[config.mk]
export PLATFORM = sky130hd
export DESIGN_NAME = demux3to6
export DESIGN_NICKNAME = d
export VERILOG_FILES = /design/src/rtl/demux3to6_pkg.sv /design/src/rtl/demux3to6_reg3_en.sv /design/src/rtl/demux3to6.sv
export SDC_FILE = /design/constraint.sdc
export NUM_CORES = 1
export LEC_CHECK = 0
export ABC_AREA = 0
export CAP_MARGIN = 10
export CORE_MARGIN = 3
export CORE_UTILIZATION = 42
export DETAILED_ROUTE_END_ITERATION = 6
export HOLD_SLACK_MARGIN = 0.08
export PLACE_DENSITY = 0.79
export SLEW_MARGIN = 20
export SYNTH_ARGS = -nofsm -noshare
export SYNTH_HDL_FRONTEND = slang
export SYNTH_SLANG_ARGS = --single-unit
[constraint.sdc]
create_clock -name clk -period 1.35 [get_ports clk]
set_input_delay 0.135 -clock clk [delete_from_list [all_inputs] [get_ports clk]]
set_output_delay 0.135 -clock clk [all_outputs]
set_load 0.03 [all_outputs]
[src/rtl/demux3to6_pkg.sv]
// Shared encodings for the 3-wire to 6-bit half-word reassembler.
package demux3to6_pkg;

    typedef enum logic {
        WAIT_FIRST  = 1'b0,
        WAIT_SECOND = 1'b1
    } state_t;

    localparam logic SEL_FIRST  = 1'b0;
    localparam logic SEL_SECOND = 1'b1;

endpackage

[src/rtl/demux3to6_reg3_en.sv]
// 3-bit register with synchronous active-high reset and load enable.
module reg3_en (
    input  logic       clk,
    input  logic       rst,
    input  logic       en,
    input  logic [2:0] d,
    output logic [2:0] q
);

    always_ff @(posedge clk) begin
        if (rst) begin
            q <= 3'b000;
        end else if (en) begin
            q <= d;
        end
    end

endmodule

[src/rtl/demux3to6.sv]
// Reassembles two 3-bit half-words from a shared lane into a registered 6-bit word.
//   state       | meaning
//   WAIT_FIRST  | idle, expecting the sel=0 half (A,B,C)
//   WAIT_SECOND | first half held, expecting the sel=1 half (D,E,F)
module demux3to6
    import demux3to6_pkg::*;
#(
    parameter int CNT_W = 4
) (
    input  logic             clk,
    input  logic             rst,
    input  logic             in0,
    input  logic             in1,
    input  logic             in2,
    input  logic             sel,
    input  logic             in_valid,
    output logic             A,
    output logic             B,
    output logic             C,
    output logic             D,
    output logic             E,
    output logic             F,
    output logic             out_valid,
    output logic             seq_err,
    output logic [CNT_W-1:0] pair_cnt
);

    state_t     state;
    state_t     state_nxt;
    logic       first_ld;
    logic       word_ld;
    logic       err_d;
    logic [2:0] lane;
    logic [2:0] first_q;
    logic [2:0] abc_q;
    logic [2:0] def_q;

    assign lane = {in0, in1, in2};

    always_ff @(posedge clk) begin
        if (rst) begin
            state     <= WAIT_FIRST;
            out_valid <= 1'b0;
            seq_err   <= 1'b0;
            pair_cnt  <= '0;
        end else begin
            state     <= state_nxt;
            out_valid <= word_ld;
            seq_err   <= err_d;
            if (word_ld) begin
                pair_cnt <= pair_cnt + 1'b1;
            end
        end
    end

    // A repeated first half replaces the held one; an orphan second half is dropped.
    always_comb begin
        state_nxt = state;
        first_ld  = 1'b0;
        word_ld   = 1'b0;
        err_d     = 1'b0;
        if (in_valid) begin
            case (state)
                WAIT_FIRST: begin
                    if (sel == SEL_FIRST) begin
                        first_ld  = 1'b1;
                        state_nxt = WAIT_SECOND;
                    end else begin
                        err_d = 1'b1;
                    end
                end
                WAIT_SECOND: begin
                    if (sel == SEL_SECOND) begin
                        word_ld   = 1'b1;
                        state_nxt = WAIT_FIRST;
                    end else begin
                        err_d    = 1'b1;
                        first_ld = 1'b1;
                    end
                end
                default: state_nxt = WAIT_FIRST;
            endcase
        end
    end

    reg3_en u_first (.clk(clk), .rst(rst), .en(first_ld), .d(lane),    .q(first_q));
    reg3_en u_abc   (.clk(clk), .rst(rst), .en(word_ld),  .d(first_q), .q(abc_q));
    reg3_en u_def   (.clk(clk), .rst(rst), .en(word_ld),  .d(lane),    .q(def_q));

    assign {A, B, C} = abc_q;
    assign {D, E, F} = def_q;

endmodule

==> After elaboration in Yosys (flattened, before gate mapping) <==
Cells that the tools add are included.
{ "totals": {"input_bits": 7, "wordCells": 17, "register_bits": 16, "output_inout_bits": 12} }
{ "op_classes": {"n_reduce_logical": 1, "bitwise": 2, "n_addsub": 1, "muxes": 6} }
{ "op_table": {"columns": ["op", "n"], "rows": [
  ["$mux W1", 5],
  ["$add A4 B1 Y4 const B", 1],
  ["$not A1 Y1", 2],
  ["$pmux W1 S2", 1],
  ["$reduce_or A2 Y1", 1]
]} }

==> Depth between registers and ports, before layout <==
{ "depth": {"ltp_word": 3, "ltp_mapped": 5, "mapped_depth_nobuf": 4} }

==> Hierarchy <==
From an unflattened synthesis, not the netlist that was laid out.
{ "hier_totals": {"cells_unflattened": 55, "area_unflattened_um2": 574.3} }
{ "modules_own_cells": {"columns": ["module", "seq_area_each_um2", "area_each_um2", "cells_per_inst", "n_inst"], "rows": [
  ["reg3_en", 60.1, 101.3, 9, 3],
  ["demux3to6", 140.1, 270.3, 28, 1]
]} }

==> Worst setup path after synthesis <==
No wires, ideal clock.
{ "synth_path": {"path_type": "register -> register", "start": "register pair_cnt[0]", "end": "register pair_cnt[3]", "required_time_ns": 1.279, "arrival_ns": 1.083, "setup_time_ns": 0.071, "path_buffers": 0, "path_stages_with_launch": 4, "period_less_slack_ns": 1.154, "slack_ns": 0.196, "cell_sequence": "dfxtp_1 nand3_1 or3_1 a21oi_1"} }
{ "synth_between": {"elab_chain_cells": 1} }
{ "synth_rtl": {"columns": ["item", "line", "rtl"], "rows": [
  ["start: declaration", "demux3to6.sv:25", "output logic [CNT_W-1:0] pair_cnt"],
  ["start signal: assignment", "demux3to6.sv:51", "pair_cnt <= pair_cnt + 1'b1;"],
  ["$add A4 B1 Y4", "demux3to6.sv:51", null]
]} }
Every way passes these cells.
A chain may end at the register's enable or synchronous reset.

==> Worst setup path in the final report <==
{ "layout_path": {"start": "register pair_cnt[0]", "end": "output pair_cnt[0]"} }
No word-level cell between the ends.

==> impl_metrics.json <==
{
  "place.gp.congestion": 0.6841,
  "critPathKind": "reg2out",
  "num_io_pins": 19,
  "fin_setup_tns_ns": 0,
  "p_int_mw": 0.6331,
  "avgSynthCellArea_um2": 9.295,
  "synth_cell_types": 18,
  "clk-insertion-delay-late_ns": 0.28,
  "area_delta_synth_final_pct": 41.24,
  "setup.worst_path.end_class": "output port",
  "place_inst": 99,
  "cts_tree": "built",
  "synth_area_leader_cell": "dfxtp_1",
  "core-area_um2": 1201,
  "hold_violations": 0,
  "vias": 496,
  "synth_top_area_share_pct": 54.70,
  "synth_area_leaders": "dfxtp_1, nand2_1, a21oi_1",
  "power.switching_mw": 0.1868,
  "clockPowerShare_pct": 29.3,
  "slowest_stage": "dlygate4sd2_1",
  "die_width_um": 43.34,
  "leakagePower_nw": 0.3786,
  "cp_max_fo": 4,
  "drt-pass1-iter-count": 4,
  "final_common_cell": "dfxtp_1",
  "power_mw": 0.8199,
  "place_ws_ns": -0.09684,
  "drive_above_1_share_pct": 14.77,
  "ys_seq_area_share_pct": 54.70,
  "grt_overflow": 0,
  "start_util_pct": 48.75,
  "setup_viol": 0,
  "cpLargestDelayFamily": "buffers and inverters",
  "grt_max_degree": 13,
  "wl_um": 1097,
  "fin_ws_ns": 0.1240,
  "final_nets": 99,
  "cp-start-kind": "register",
  "wl_per_cell_um": 10.75,
  "clock_path_buffers": 2,
  "io_buffers": 18,
  "crit_path_cell_trace": "dlygate4sd2_1",
  "grt_pass1_vias": 455,
  "cts_htree_levels": 1,
  "utilization_pct": 68.85,
  "slew_violations": 0,
  "slew_headroom_pct": 80.02,
  "cts_root_buf": "clkbuf_4",
  "grt.total_usage_pct": 13.83,
  "comb_power_share_pct": 10.9,
  "yosysWarnings": 0,
  "switching_share_pct": 22.78,
  "die_h_um": 43.34,
  "final_cells": 102,
  "synth_area_um2": 585.6,
  "ir_drop_mv": 0.6428,
  "first_iter_violations": 3,
  "worst-path-buf-inv": 1,
  "fin_crit_ns": 1.226,
  "syn-num-nets": 72,
  "required_ns": 1.22,
  "period_share_pct": 90.81,
  "fmax_mhz": 815.7,
  "dp_hpwl_um": 820,
  "cts_buffers": 3,
  "antenna_cells": 0,
  "final_cell_mix": "dfxtp_1, nand2_1, dlygate4sd2_1",
  "ant_nets": 0,
  "cp.arrival_ns": 1.09,
  "sequentialPowerShare_pct": 59.8,
  "status": "finished, final reports clean",
  "clk_pin_slew_worst_paths_ns": 0.09,
  "rsz0062_at_grt": "no",
  "drt-vias-per-instance": 4.863,
  "grt_pass1_wl_um": 1938,
  "rows": 12,
  "worst_pin_slew_ns": 0.3009,
  "drc": 0,
  "cts_sinks": 16,
  "max_stage_delay_ns": 0.42,
  "synth_cells": 63,
  "powerDensity_nw_per_um2": 991.3,
  "antenna_found_initial": 0,
  "ys_ff_latch": 16,
  "clock_skew_ns": 0.005352,
  "maxCapViolCount": 0,
  "die-area_um2": 1878,
  "hold_class": "in2reg"
}
-- power by group through the flow --
stage	Combinational [mW]	Sequential, mW	Clock, mW
after CTS	0.0898	0.491	0.251
after detailed placement	0.0938	0.502	0
after floorplan	0.0300	0.513	0
final	0.0893	0.490	0.240
after global placement	0.0928	0.501	0
after global routing	0.0978	0.492	0.272
-- path summary, 6_finish.rpt --
| kind | start | endpoint | slack [ns] | cells past startpoint |
|---|---|---|---|---|
| max | pair_cnt[0] | pair_cnt[0] | 0.12 | 1 |
| min | in0 | u_def.q[2] | 0.43 | 3 |
| max reg2reg | state | pair_cnt[3] | 0.19 | 4 |
| min reg2reg | u_first.q[0] | u_abc.q[0] | 0.46 | 2 |
-- per-layer routing --
metal  track usage (%)  vias to the layer above  routed length, µm
li1                  -                      259                  -
met1             18.72                      221                541
met2             19.17                       14                475
met3             3.734                        2                 66
met4             9.036                        0                 13
met5                 0                        -                  0
-- metrics by stage --
stage,instance area (µm²),hold WS (ns)
2_1_floorplan,585.6,0.2041
3_3_place_gp,819.5,0.4450
3_5_place_dp,819.5,0.4471
4_1_cts,827.0,0.4261
5_1_grt,827.0,0.4456
6_report,827.0,0.4318
-- kinds of logic (layout without fill, tap and decap cells) --
group | Yosys count | after routing | synth area share [%]
adders and majority gates | 2 | 2 | 4.273
AOI/OAI and AO/OA | 10 | 10 | 8.974
muxes | 3 | 3 | 5.128
and+or+nand+nor | 28 | 28 | 22.44
DFF | 16 | 16 | 54.70
buffers and inverters | 2 | 27 | 1.494
xor gates and xnor gates | 2 | 2 | 2.992
-- Yosys cell counts --
| library cell | number |
|---|---|
| or3_1 | 1 |
| nand3_1 | 2 |
| and3b_2 | 2 |
| a211oi_1 | 1 |
| ha_1 | 2 |
| mux2i_1 | 3 |
| clkbuf_1 | 1 |
| nand2_1 | 14 |
| o21ai_0 | 1 |
| a21oi_1 | 8 |
| and2_2 | 1 |
| nor2_1 | 6 |
| xor2_1 | 1 |
| nor2b_1 | 1 |
| nand2_2 | 1 |
| dfxtp_1 | 16 |
| xnor2_1 | 1 |
| buf_2 | 1 |
-- what timing repair did --
| action | CTS | global route |
|---|---|---|
| setup buffers | 0 | 0 |
| endpoints found under the setup margin | 12 | 0 |
| resized for setup | 12 | 0 |
| hold buffers | 0 | 0 |
-- layout make-up --
cell class / instances / area [µm²]
Tap cell: 14 / 17.52
Timing Repair Buffer: 24 / 210.2
Sequential cell: 16 / 320.3
Multi-Input combinational cell: 45 / 256.5
Fill cell: 111 / 374.1
Clock buffer: 3 / 22.52
-- flip-flops by register name, summed over array words and instances (netlist names) --
register / count
u_first.q: 3
pair_cnt: 4
out_valid: 1
seq_err: 1
u_abc.q: 3
state: 1
u_def.q: 3
Note: power is estimated with default switching activity, not from simulation.
==> RTL change 1: new RTL, same settings <==
Add an input register stage for `in0`, `in1`, `in2`, `sel` and `in_valid`; this delays them by one clock.
--- a/src/rtl/demux3to6.sv
+++ b/src/rtl/demux3to6.sv
@@ -25,6 +25,20 @@
     output logic [CNT_W-1:0] pair_cnt
 );
 
+    logic in0_q;
+    logic in1_q;
+    logic in2_q;
+    logic sel_q;
+    logic in_valid_q;
+
+    always_ff @(posedge clk) begin
+        in0_q      <= in0;
+        in1_q      <= in1;
+        in2_q      <= in2;
+        sel_q      <= sel;
+        in_valid_q <= in_valid;
+    end
+
     state_t     state;
     state_t     state_nxt;
     logic       first_ld;
@@ -35,7 +49,7 @@
     logic [2:0] abc_q;
     logic [2:0] def_q;
 
-    assign lane = {in0, in1, in2};
+    assign lane = {in0_q, in1_q, in2_q};
 
     always_ff @(posedge clk) begin
         if (rst) begin
@@ -59,10 +73,10 @@
         first_ld  = 1'b0;
         word_ld   = 1'b0;
         err_d     = 1'b0;
-        if (in_valid) begin
+        if (in_valid_q) begin
             case (state)
                 WAIT_FIRST: begin
-                    if (sel == SEL_FIRST) begin
+                    if (sel_q == SEL_FIRST) begin
                         first_ld  = 1'b1;
                         state_nxt = WAIT_SECOND;
                     end else begin
@@ -70,7 +84,7 @@
                     end
                 end
                 WAIT_SECOND: begin
-                    if (sel == SEL_SECOND) begin
+                    if (sel_q == SEL_SECOND) begin
                         word_ld   = 1'b1;
                         state_nxt = WAIT_FIRST;
                     end else begin
Function: changed (a bounded check fails within 4 cycles, from zero or initial values and one cycle with rst high).
==> RTL change 1 against the original RTL <==
  * Wire length rose by 17%
  * Area after synthesis increased by 17%
  * Critical path depth unchanged
  * Count of clock-buffer cells in the layout unchanged
  * Highest routed layer unchanged
  * Final area is 9.5% higher
  * Core utilization decreased by 4.8 points
  * Power is 25% higher
  * Clock skew rose by 0.0033 ns
  * Sequential cell count up 5
  * Register-to-register slack worse by 0.08 ns
  * Setup slack got worse by 0.022 ns
  * Die area increased by 15%
==> RTL change 1: results (changes against the original RTL) <==
stage	metric	value	unit	change
synth	synth_seq_area_share	0.6131		+0.06613
synth	synth_area_leaders	dfxtp_1 (61%), nand2_1 (7.7%), a21oi_1 (5.8%)		
synth	syn_nets	77		+6.9%
min_path	worstHoldStart	in1		
final_layout	sh_seq_area	0.4641		+0.07680
drt	firstDrtPassIters	3		-1
placed_design	placed_area	890.9	um2	+8.7%
global_routing	grt_start_max_net_pins	13		unchanged
synth	synth_common_cells	dfxtp_1 (21), nand2_1 (14), a21oi_1 (8)		
final_layout	buffers	20		-17%
final_layout	finalInstanceArea	905.9	um2	+9.5%
drt	via_count	527		+6.3%
clock_network	clk_pin_slew	0.12	ns	+0.03 ns
placed_design	dp_cells	101		+2.0%
final_layout	num_antenna_cells	0		unchanged
outcome	status	finished clean		
critical_path	r2r_start	sel_q$_DFF_P_		
synth	postSynthRegisterBits	21		+5
final_layout	drive_gt1_frac	0.1222		-0.02551
global_routing	grt.total_usage	0.1399		+0.001545
placed_design	gp_congestion	0.7501		+9.6%
sta	clock_skew	0.008692	ns	+0.003340 ns
drt	via_per_inst	5.019		+3.2%
synth	synth_xor_area_frac	0.02555		-0.004367
global_routing	first_global_vias	515		+13%
critical_path	cp_data_arrival_time	1.11	ns	+0.02 ns
power_and_ir_drop	p_int	790.2	uW	+25%
drt	drt_iter0_markers	1		-2
final_layout	final_util	0.6401		-0.04840
synth	yosys_warnings	0		unchanged
placed_design	dpl_worst_slack	0.08942	ns	+0.1863 ns
final_layout	clock_area_frac	0.03039		+0.003155
final_layout	nFillCells	125		+13%
final_layout	multi_input_area_share	0.2859		-0.02423
synth	synth_fa_ha_area_frac	0.03650		-0.006239
drt	wl_per_cell	12.23	um	+14%
power_and_ir_drop	p_leak	0.4028	nW	+6.4%
power_and_ir_drop	ir_worst_vdd	0.0007113	V	+11%
synth	synth_mux_area_frac	0.04380		-0.007486
clock_network	worstSkewPairLatency	0.30	ns	+0.02 ns
synth	synthCells	68		+7.9%
-- RTL change 1: cell count changes after synthesis --
cell / delta
dfxtp_1: +5
-- RTL change 1: layer usage --
metal | vias to the layer above | GRT usage | wire length, um
li1 | 270 | - | -
met1 | 237 | 0.1595 | 531
met2 | 14 | 0.2253 | 641
met3 | 6 | 0.02734 | 59
met4 | 0 | 0.1080 | 52
met5 | - | 0 | 0
-- RTL change 1: power groups by stage --
stage / clock, mW / combinational [mW] / sequential (mW)
floorplan: 0 / 0.0303 / 0.678
detailed placement: 0 / 0.0833 / 0.668
global placement: 0 / 0.0808 / 0.666
finish: 0.291 / 0.0786 / 0.654
CTS: 0.298 / 0.0794 / 0.654
global route: 0.320 / 0.0864 / 0.657
-- RTL change 1: final timing paths --
kind,to,slack [ns],cells after the start
setup reg to reg,pair_cnt[3]$_SDFFE_PP0P_,0.11,5
setup / recovery,pair_cnt[0],0.10,1
hold / removal,in1_q$_DFF_P_,0.26,1
hold reg to reg,u_def.q[2]$_SDFFE_PP0P_,0.46,2
==> RTL change 2: new RTL, same settings <==
Made on the original files. The parameter `CNT_W` goes from 4 to 3.
--- a/src/rtl/demux3to6.sv
+++ b/src/rtl/demux3to6.sv
@@ -5,7 +5,7 @@
 module demux3to6
     import demux3to6_pkg::*;
 #(
-    parameter int CNT_W = 4
+    parameter int CNT_W = 3
 ) (
     input  logic             clk,
     input  logic             rst,
Ports: changed (resized pair_cnt); port bits go from 19 to 18. The function was not compared with the original's and may differ.
==> RTL change 2 against the original RTL <==
  * Fmax increased by 0.58%
  * Critical path type unchanged
  * Wire length decreased by 7.9%
  * Sequential cell count decreased by 1
  * Largest cell class unchanged
  * Final area decreased by 7.4%
  * Power decreased by 3.6%
  * Largest power group unchanged
  * Setup slack improved by 0.0071 ns
  * Area after synthesis decreased by 7.7%
  * Combinational power decreased by 5.4%
==> RTL change 2: results (changes against the original RTL) <==
stage	metric	value	unit	change
outcome	status	finished clean		
synth	synth-compound-area-share	0.07870		-0.01104
final_layout	num_antenna_cells	0		unchanged
power_and_ir_drop	ir_worst_vdd	0.0007252	V	+13%
synth	synth_fa_ha_area_frac	0.04630		+0.003561
synth	synth_area_leaders	dfxtp_1 (56%), nand2_1 (10%), a21oi_1 (6.5%)		
synth	async_reset_ff_frac	0		unchanged
drt	firstDrtPassIters	2		-2
synth	syn_nets	67		-6.9%
final_layout	nFillCells	106		-4.5%
synth	synthCells	58		-7.9%
clock_network	clk_pin_slew	0.08	ns	
placed_design	portBuffers	17		-1
synth	yosys_warnings	0		unchanged
synth	synth_xor_area_frac	0.03241		+0.002493
critical_path	cp_max_fo	3		-1
placed_design	dpl_worst_slack	-0.07795	ns	+0.01888 ns
drt	drt_iter0_markers	6		+3
drt	via_per_inst	4.750		-2.3%
min_path	whs_path_depth	3		unchanged
synth	synth_mux_area_frac	0.05556		+0.004274
drt	finalWirelength	1010	um	-7.9%
clock_network	cts_max_level	1		unchanged
power_and_ir_drop	switching_power	179.5	uW	-3.9%
power_and_ir_drop	p_leak	0.3545	nW	-6.4%
synth	synth_common_cells	dfxtp_1 (15), nand2_1 (15), a21oi_1 (7)		
clock_network	cts_setup_buffers	0		unchanged
sta	clock_skew	0.004962	ns	-0.0003906 ns
critical_path	r2r_cells	5		+1
placed_design	dpl.hpwl	741.5	um	-9.6%
placed_design	gp_congestion	0.7500		+9.6%
placed_design	dp_cells	92		-7.1%
synth	synth_seq_area_share	0.5556		+0.008547
sta	relSlewSlack	0.7959		-0.004282
drt	wl_per_cell	10.52	um	-2.2%
min_path	worstHoldPathType	primary input to register		
placed_design	placed_area	753.2	um2	-8.1%
global_routing	first_global_vias	439		-3.5%
synth	synth_cell_types	16		-2
final_layout	drive_gt1_frac	0.1098		-0.03797
global_routing	grt_pass1_wl	1849	um	-4.6%
final_layout	final_util	0.6623		-0.02620
global_routing	grt.total_usage	0.1369		-0.001492
global_routing	grt_start_max_net_pins	9		-4
-- RTL change 2: path summary, 6_finish.rpt --
kind / startpoint / end / slack (ns)
worst max-delay path: pair_cnt[0]$_SDFFE_PP0P_ / pair_cnt[0] / 0.13
worst max register to register: state$_SDFFE_PP0P_ / u_abc.q[0]$_SDFFE_PP0P_ / 0.22
worst min-delay path: in2 / u_def.q[0]$_SDFFE_PP0P_ / 0.43
worst min register to register: u_def.q[0]$_SDFFE_PP0P_ / u_def.q[0]$_SDFFE_PP0P_ / 0.45
-- RTL change 2: power groups by stage --
stage	registers (mW)	logic (mW)	clock network, mW
2_1_floorplan	0.482	0.0301	0
3_3_place_gp	0.471	0.0887	0
3_5_place_dp	0.471	0.0893	0
4_1_cts	0.460	0.0856	0.259
5_1_grt	0.463	0.0930	0.283
6_report	0.460	0.0845	0.246
-- RTL change 2: what timing repair did --
item / CTS / global route
endpoints found under the setup margin: 11 / 0
hold endpoints to repair: 0 / 0
gates resized for setup: 11 / 0
hold buffers: 0 / 0
-- RTL change 2: cell type report --
| class | count | area share |
|---|---|---|
| flip-flops and latches | 15 | 0.3922 |
| repair buffers | 22 | 0.2533 |
| multi-input cells | 41 | 0.2974 |
| well taps | 14 | 0.02288 |
| clock buffers | 4 | 0.03431 |
-- RTL change 2: per-layer routing --
layer	up-vias	global-route usage	routed length (um)
li1	236	-	-
met1	206	0.1751	485
met2	12	0.1914	436
met3	2	0.08225	79
met4	0	0.03846	9
met5	-	0	0
-- RTL change 2: cell families (layout without fill, tap and decap cells) --
kind of cell               count (synthesis)  after routing
buffers and inverters                      2             26
adders and majority gates                  2              2
AOI/OAI and AO/OA                          8              8
muxes                                      3              3
xor gates and xnor gates                   2              2
and+or+nand+nor                           26             26
DFF                                       15             15
